$ cat config.mk
export PLATFORM = sky130hd
export DESIGN_NAME = mem_editor
export DESIGN_NICKNAME = d
export VERILOG_FILES = /design/src/rtl/mem_editor.sv
export SDC_FILE = /design/constraint.sdc
export NUM_CORES = 1
export LEC_CHECK = 0
export CAP_MARGIN = 25
export CORE_MARGIN = 4
export CORE_UTILIZATION = 61
export CTS_CLUSTER_DIAMETER = 80
export CTS_CLUSTER_SIZE = 40
export DETAILED_ROUTE_END_ITERATION = 16
export PLACE_DENSITY_LB_ADDON = 0.25
export SYNTH_ARGS = -nofsm -noshare
export SYNTH_HDL_FRONTEND = slang
export SYNTH_SLANG_ARGS = --single-unit
$ cat constraint.sdc
create_clock -name clk -period 2.7 [get_ports clk]
set_input_delay 0.405 -clock clk [delete_from_list [all_inputs] [get_ports clk]]
set_output_delay 0.405 -clock clk [all_outputs]
set_load 0.1 [all_outputs]
$ cat src/rtl/mem_editor.sv
// mem_editor: push-button memory inspect/edit controller.
//
// Four raw active-low buttons are synchronised, debounced and optionally
// auto-repeated into one-cycle command events. The controller then steps an
// address pointer or increments/decrements the addressed word held in an
// external synchronous single-port RAM (1-cycle read latency).
//
// Ports:
//   clk       : single clock, rising edge
//   reset_n   : asynchronous active-low reset
//   KEY[3:0]  : raw active-low buttons (0: data+1, 1: data-1, 2: addr+1, 3: addr-1)
//   ram_a     : RAM address (always equals addr)
//   ram_din   : RAM write data (always equals data)
//   ram_we    : RAM write enable, high only in WRITE
//   ram_dout  : RAM read data, valid the cycle after ram_a is presented
//   addr      : current pointer, for display
//   data      : word at addr, for display
//   busy      : high while not IDLE; key events are dropped while high
module mem_editor #(
  parameter int AW              = 4,
  parameter int DW              = 8,
  parameter int DEBOUNCE_CYCLES = 50000,
  parameter int REPEAT_DELAY    = 25000000,
  parameter int REPEAT_RATE     = 5000000
) (
  input  logic          clk,
  input  logic          reset_n,
  input  logic [3:0]    KEY,
  output logic [AW-1:0] ram_a,
  output logic [DW-1:0] ram_din,
  output logic          ram_we,
  input  logic [DW-1:0] ram_dout,
  output logic [AW-1:0] addr,
  output logic [DW-1:0] data,
  output logic          busy
);

  // Debounce counter counts 0 .. DEBOUNCE_CYCLES-1; the flip happens on the
  // edge where it would reach DEBOUNCE_CYCLES.
  localparam int DBW = (DEBOUNCE_CYCLES > 1) ? $clog2(DEBOUNCE_CYCLES) : 1;
  localparam logic [DBW-1:0] DB_LAST = DBW'(DEBOUNCE_CYCLES - 1);

  // Hold counter shared by the initial delay and the repeat period.
  localparam int HMAX = (REPEAT_DELAY > REPEAT_RATE) ? REPEAT_DELAY : REPEAT_RATE;
  localparam int HW   = (HMAX > 1) ? $clog2(HMAX) : 1;
  localparam logic [HW-1:0] DELAY_LAST = HW'(REPEAT_DELAY - 1);
  localparam logic [HW-1:0] RATE_LAST  = HW'(REPEAT_RATE - 1);

  typedef enum logic [1:0] {FETCH, LATCH, IDLE, WRITE} state_t;

  state_t        state, state_nx;
  logic [AW-1:0] addr_nx;
  logic [DW-1:0] data_nx;
  logic [3:0]    key_evt;

  // ---------------------------------------------------------------------------
  // Per-key front end: synchroniser, debouncer, press/repeat event generator.
  // ---------------------------------------------------------------------------
  for (genvar k = 0; k < 4; k++) begin : g_key
    logic [1:0]     key_sync;
    logic           pressed_raw;
    logic           deb;
    logic           press_evt;
    logic [DBW-1:0] db_cnt;

    // Synchroniser resets to the released level so no spurious press is seen.
    // NOTE: sequential state always uses non-blocking (<=) so every flop
    // samples pre-edge values regardless of block ordering.
    always_ff @(posedge clk or negedge reset_n) begin
      if (!reset_n) key_sync <= 2'b11;
      else          key_sync <= {key_sync[0], KEY[k]};
    end

    assign pressed_raw = ~key_sync[1];

    always_ff @(posedge clk or negedge reset_n) begin
      if (!reset_n) begin
        deb       <= 1'b0;
        db_cnt    <= '0;
        press_evt <= 1'b0;
      end else begin
        press_evt <= 1'b0;
        if (pressed_raw == deb) begin
          db_cnt <= '0;
        end else if (db_cnt == DB_LAST) begin
          deb       <= pressed_raw;
          db_cnt    <= '0;
          press_evt <= pressed_raw;  // pulse only on released -> pressed
        end else begin
          db_cnt <= db_cnt + DBW'(1);
        end
      end
    end

    if (REPEAT_DELAY > 0) begin : g_rep
      logic [HW-1:0] hold_cnt;
      logic [HW-1:0] hold_last;
      logic          in_rate;
      logic          rep_evt;

      // hold_cnt is 0 in the press-event cycle, so the first repeat lands
      // exactly REPEAT_DELAY cycles later, then every REPEAT_RATE cycles.
      assign hold_last = in_rate ? RATE_LAST : DELAY_LAST;

      always_ff @(posedge clk or negedge reset_n) begin
        if (!reset_n) begin
          hold_cnt <= '0;
          in_rate  <= 1'b0;
          rep_evt  <= 1'b0;
        end else if (!deb) begin
          hold_cnt <= '0;
          in_rate  <= 1'b0;
          rep_evt  <= 1'b0;
        end else if (hold_cnt == hold_last) begin
          hold_cnt <= '0;
          in_rate  <= 1'b1;
          rep_evt  <= 1'b1;
        end else begin
          hold_cnt <= hold_cnt + HW'(1);
          rep_evt  <= 1'b0;
        end
      end

      assign key_evt[k] = press_evt | rep_evt;
    end else begin : g_norep
      assign key_evt[k] = press_evt;
    end
  end

  // ---------------------------------------------------------------------------
  // Control FSM.
  // NOTE: the external RAM is deliberately never cleared; only the pointer,
  // the displayed word and the state are reset, then address 0 is refetched.
  // ---------------------------------------------------------------------------
  always_ff @(posedge clk or negedge reset_n) begin
    if (!reset_n) begin
      state <= FETCH;
      addr  <= '0;
      data  <= '0;
    end else begin
      state <= state_nx;
      addr  <= addr_nx;
      data  <= data_nx;
    end
  end

  // Fixed priority KEY[0] > KEY[1] > KEY[2] > KEY[3]; losers and any event
  // arriving outside IDLE are simply discarded.
  // NOTE: every output of this block is given a default first so that no
  // path through the case leaves it unassigned and infers a latch.
  always_comb begin
    state_nx = state;
    addr_nx  = addr;
    data_nx  = data;
    case (state)
      FETCH: state_nx = LATCH;
      LATCH: begin
        data_nx  = ram_dout;
        state_nx = IDLE;
      end
      IDLE: begin
        if (key_evt[0]) begin
          data_nx  = data + DW'(1);
          state_nx = WRITE;
        end else if (key_evt[1]) begin
          data_nx  = data - DW'(1);
          state_nx = WRITE;
        end else if (key_evt[2]) begin
          addr_nx  = addr + AW'(1);
          state_nx = FETCH;
        end else if (key_evt[3]) begin
          addr_nx  = addr - AW'(1);
          state_nx = FETCH;
        end
      end
      WRITE:   state_nx = IDLE;
      default: state_nx = FETCH;
    endcase
  end

  // Decoded from the state register so reset drops ram_we asynchronously.
  assign ram_we  = (state == WRITE);
  assign busy    = (state != IDLE);
  assign ram_a   = addr;
  assign ram_din = data;

endmodule

==> impl_metrics.toml <==
[yosys]
synthTopCellsByArea = "dfrtp_1, xnor2_1, nor3_1"
async_reset_ff_frac = 1.00
yosysWarnings = 0
synthFlopType = "dfrtp_1"
ys_types = 56
synth-edff-count = 0
syn-cell-area_um2 = 10500
ys_seq_area_frac = 0.482
syn-mean-instance-area_um2 = 9.84
synth_top_area_frac = 0.462
syn_nets = 1094
ys_seq_elements = 202
synth_cells = 1068
netlist.top_cell.by_area = "dfrtp_1"

[placed_design]
pre_cts_ws_ps = 288
placed_area_um2 = 11000
gp_congestion = 0.882
hpwlAfterDp_mm = 14.1
port_buffers = 39

[timing]
period_share = 0.902
finalClockSkew_ps = 17.0
final_max_slew_viol_count = 0
fin_crit_ps = 2440
fin_ws_ps = 264
rsz0062_at_grt = "false"
setup_viol = 0
hold_viol_final = 0
timing.setup.tns_ps = 0
max_freq_ghz = 0.410
slew_headroom = 0.517
worst_pin_slew_ps = 720

[clock_tree]
ctsRootBufferMaster = "clkbuf_16"
cts_buffers = 12
clock-sinks = 202
cts_max_level = 1
holdBufCountCts = 1
ctsResizeCount = 0
clk_pin_slew_ps = 110
clockBufferDepth = 3
clk_latency_ps = 480
post_cts_buffers = 0
cts_tree = "done"

[detailed_routing]
drc = 0
via_per_inst = 6.27
num_vias = 8153
drtPass1Iterations = 5
antenna_left = 0
drtIter0Drc = 622
wirelength_mm = 21.2
wl_per_cell_um = 16.3

[power]
p_per_area_nw_per_um2 = 474
cellLeakagePower_nw = 4.34
vdd_drop_max_mv = 0.525

[grt]
grt_pass1_wl_mm = 37.3
grt_max_degree = 70
antenna_found_initial = 0
grt_usage = 0.219
grt_overflow_total = 0
grt_pass1_vias = 7859

[layout]
area_growth_pct = 8.42
fin_area_um2 = 11400
diodes = 0
nFillCells = 1305
drive_above_1_share = 0.0805
fin_nets = 1101

[floorplan]
die-height_um = 139
initial_core_util = 0.629
rows = 47
core_area_um2 = 16700
boundaryPins = 40
die-area_um2 = 19400
die-width_um = 139

[critical_path]
path_max_fanout = 9
critical_path_class = "flop to flop"
rrSetupSlack_ps = 260
cp-start-kind = "flop"
end_kind = "flop"
crit_required_ps = 3040
arrival_ps = 2770

[run]
cap_violations = 0

[status]
status = "complete, no violations"

[worst_hold_path]
hp-class = "primary input to flop"
[critical path: stages (launching register included)]
cell      delay (ps)
dfrtp_1          450
or4b_1           530
or4_4            540
a211oi_4         480
buf_4            250
nor3_1            70
[layout by cell type (no fill, tap or decap), types with 3 or more instances in the layout]
| cell type | netlist | routed |
|---|---|---|
| a211oi_1 | 48 | 47 |
| a211oi_2 | 2 | 3 |
| a21o_1 | 6 | 6 |
| a21oi_1 | 8 | 8 |
| a31o_2 | 3 | 3 |
| and2_1 | 18 | 18 |
| and3_1 | 20 | 20 |
| and4_1 | 14 | 14 |
| buf_4 | 12 | 38 |
| clkbuf_16 | 0 | 13 |
| clkdlybuf4s50_1 | 0 | 12 |
| clkinv_1 | 3 | 3 |
| dfrtp_1 | 194 | 194 |
| dfstp_2 | 8 | 8 |
| ha_1 | 11 | 11 |
| inv_1 | 27 | 27 |
| mux2i_1 | 6 | 6 |
| nand2_1 | 59 | 59 |
| nand2b_1 | 3 | 3 |
| nand3_1 | 70 | 70 |
| nand4_1 | 49 | 49 |
| nand4b_1 | 4 | 4 |
| nor2_1 | 75 | 75 |
| nor3_1 | 79 | 79 |
| nor3b_1 | 5 | 5 |
| nor4_1 | 15 | 15 |
| nor4b_1 | 16 | 16 |
| nor4bb_1 | 11 | 11 |
| o2111ai_1 | 3 | 3 |
| o211ai_1 | 3 | 3 |
| o21a_1 | 4 | 4 |
| o21ai_0 | 36 | 36 |
| o22ai_1 | 3 | 3 |
| o31ai_1 | 21 | 21 |
| or3_1 | 27 | 27 |
| or4_1 | 26 | 26 |
| or4_4 | 3 | 3 |
| xnor2_1 | 64 | 64 |
| xor2_1 | 41 | 41 |
[state kept, by name (all words and copies together) (netlist names)]
signal / cells
g_key.key_sync: 8
data: 8
g_key.g_rep.rep_evt: 4
g_key.db_cnt: 64
g_key.g_rep.in_rate: 4
state: 2
addr: 4
g_key.g_rep.hold_cnt: 100
g_key.press_evt: 4
g_key.deb: 4
[per-layer routing]
| layer | vias up | track usage | part of all wire |
|---|---|---|---|
| met5 | - | 0 | 0 |
| met4 | 0 | 0.0474 | 0.015 |
| met3 | 29 | 0.0250 | 0.044 |
| met2 | 157 | 0.362 | 0.48 |
| met1 | 4023 | 0.316 | 0.46 |
| li1 | 3944 | - | - |
[worst paths after layout]
kind | start | end | depth (start not counted)
max in group asynchronous | reset_n | g_key[3].key_sync[0]$_DFF_PN1_ | 3
min in group asynchronous | reset_n | g_key[0].g_rep.hold_cnt[18]$_DFF_PN0_ | 2
worst min register to register | g_key[3].key_sync[0]$_DFF_PN1_ | g_key[3].key_sync[1]$_DFF_PN1_ | 0
worst max-delay path | g_key[0].g_rep.hold_cnt[8]$_DFF_PN0_ | g_key[0].g_rep.hold_cnt[7]$_DFF_PN0_ | 5
worst min-delay path | KEY[3] | g_key[3].key_sync[0]$_DFF_PN1_ | 1
worst max register to register | g_key[0].g_rep.hold_cnt[8]$_DFF_PN0_ | g_key[0].g_rep.hold_cnt[7]$_DFF_PN0_ | 5
[cell usage after synthesis (20+ instances only)]
library cell,number
a211oi_1,48
and3_1,20
clkbuf_1,44
dfrtp_1,194
inv_1,27
nand2_1,59
nand3_1,70
nand4_1,49
nor2_1,75
nor3_1,79
o21ai_0,36
o31ai_1,21
or3_1,27
or4_1,26
xnor2_1,64
xor2_1,41
[power breakdown]
part	internal, mW	switching, mW	leakage (nW)
clock	0.962	1.12	0.206
combinational	0.0623	0.167	1.37
sequential	3.05	0.0308	2.77
total	4.08	1.32	4.34
[stage by stage]
| stage | power, mW | std cells | hold slack, ps | util |
|---|---|---|---|---|
| after floorplan | 3.26 | 1068 | 109 | - |
| after global placement | 3.37 | 1280 | 346 | 0.656 |
| after detailed placement | 3.38 | 1280 | 347 | 0.656 |
| after CTS | 5.45 | 1301 | 311 | 0.682 |
| after global routing | 5.61 | 1301 | 302 | 0.682 |
| final | 5.40 | 1301 | 324 | 0.682 |
[cell type report]
cell class	instances	area, µm²	area share
Sequential cell	202	5060	0.445
Timing Repair Buffer	54	469	0.0412
Tap cell	220	275	0.0242
Clock inverter	6	92.6	0.00813
Clock buffer	14	329	0.0289
Multi-Input combinational cell	775	5050	0.443
Inverter	30	113	0.00989
[cell families (layout without fill, tap and decap cells)]
family	Yosys count	in the layout	synth area share
simple gates	504	504	0.270
flops	202	202	0.482
compound gates	146	146	0.0981
xor+xnor	105	105	0.0875
buf+inv	91	104	0.0392
fa+ha+maj	12	12	0.0150
mux	8	8	0.00786
Power figures use the tool's default switching activity.
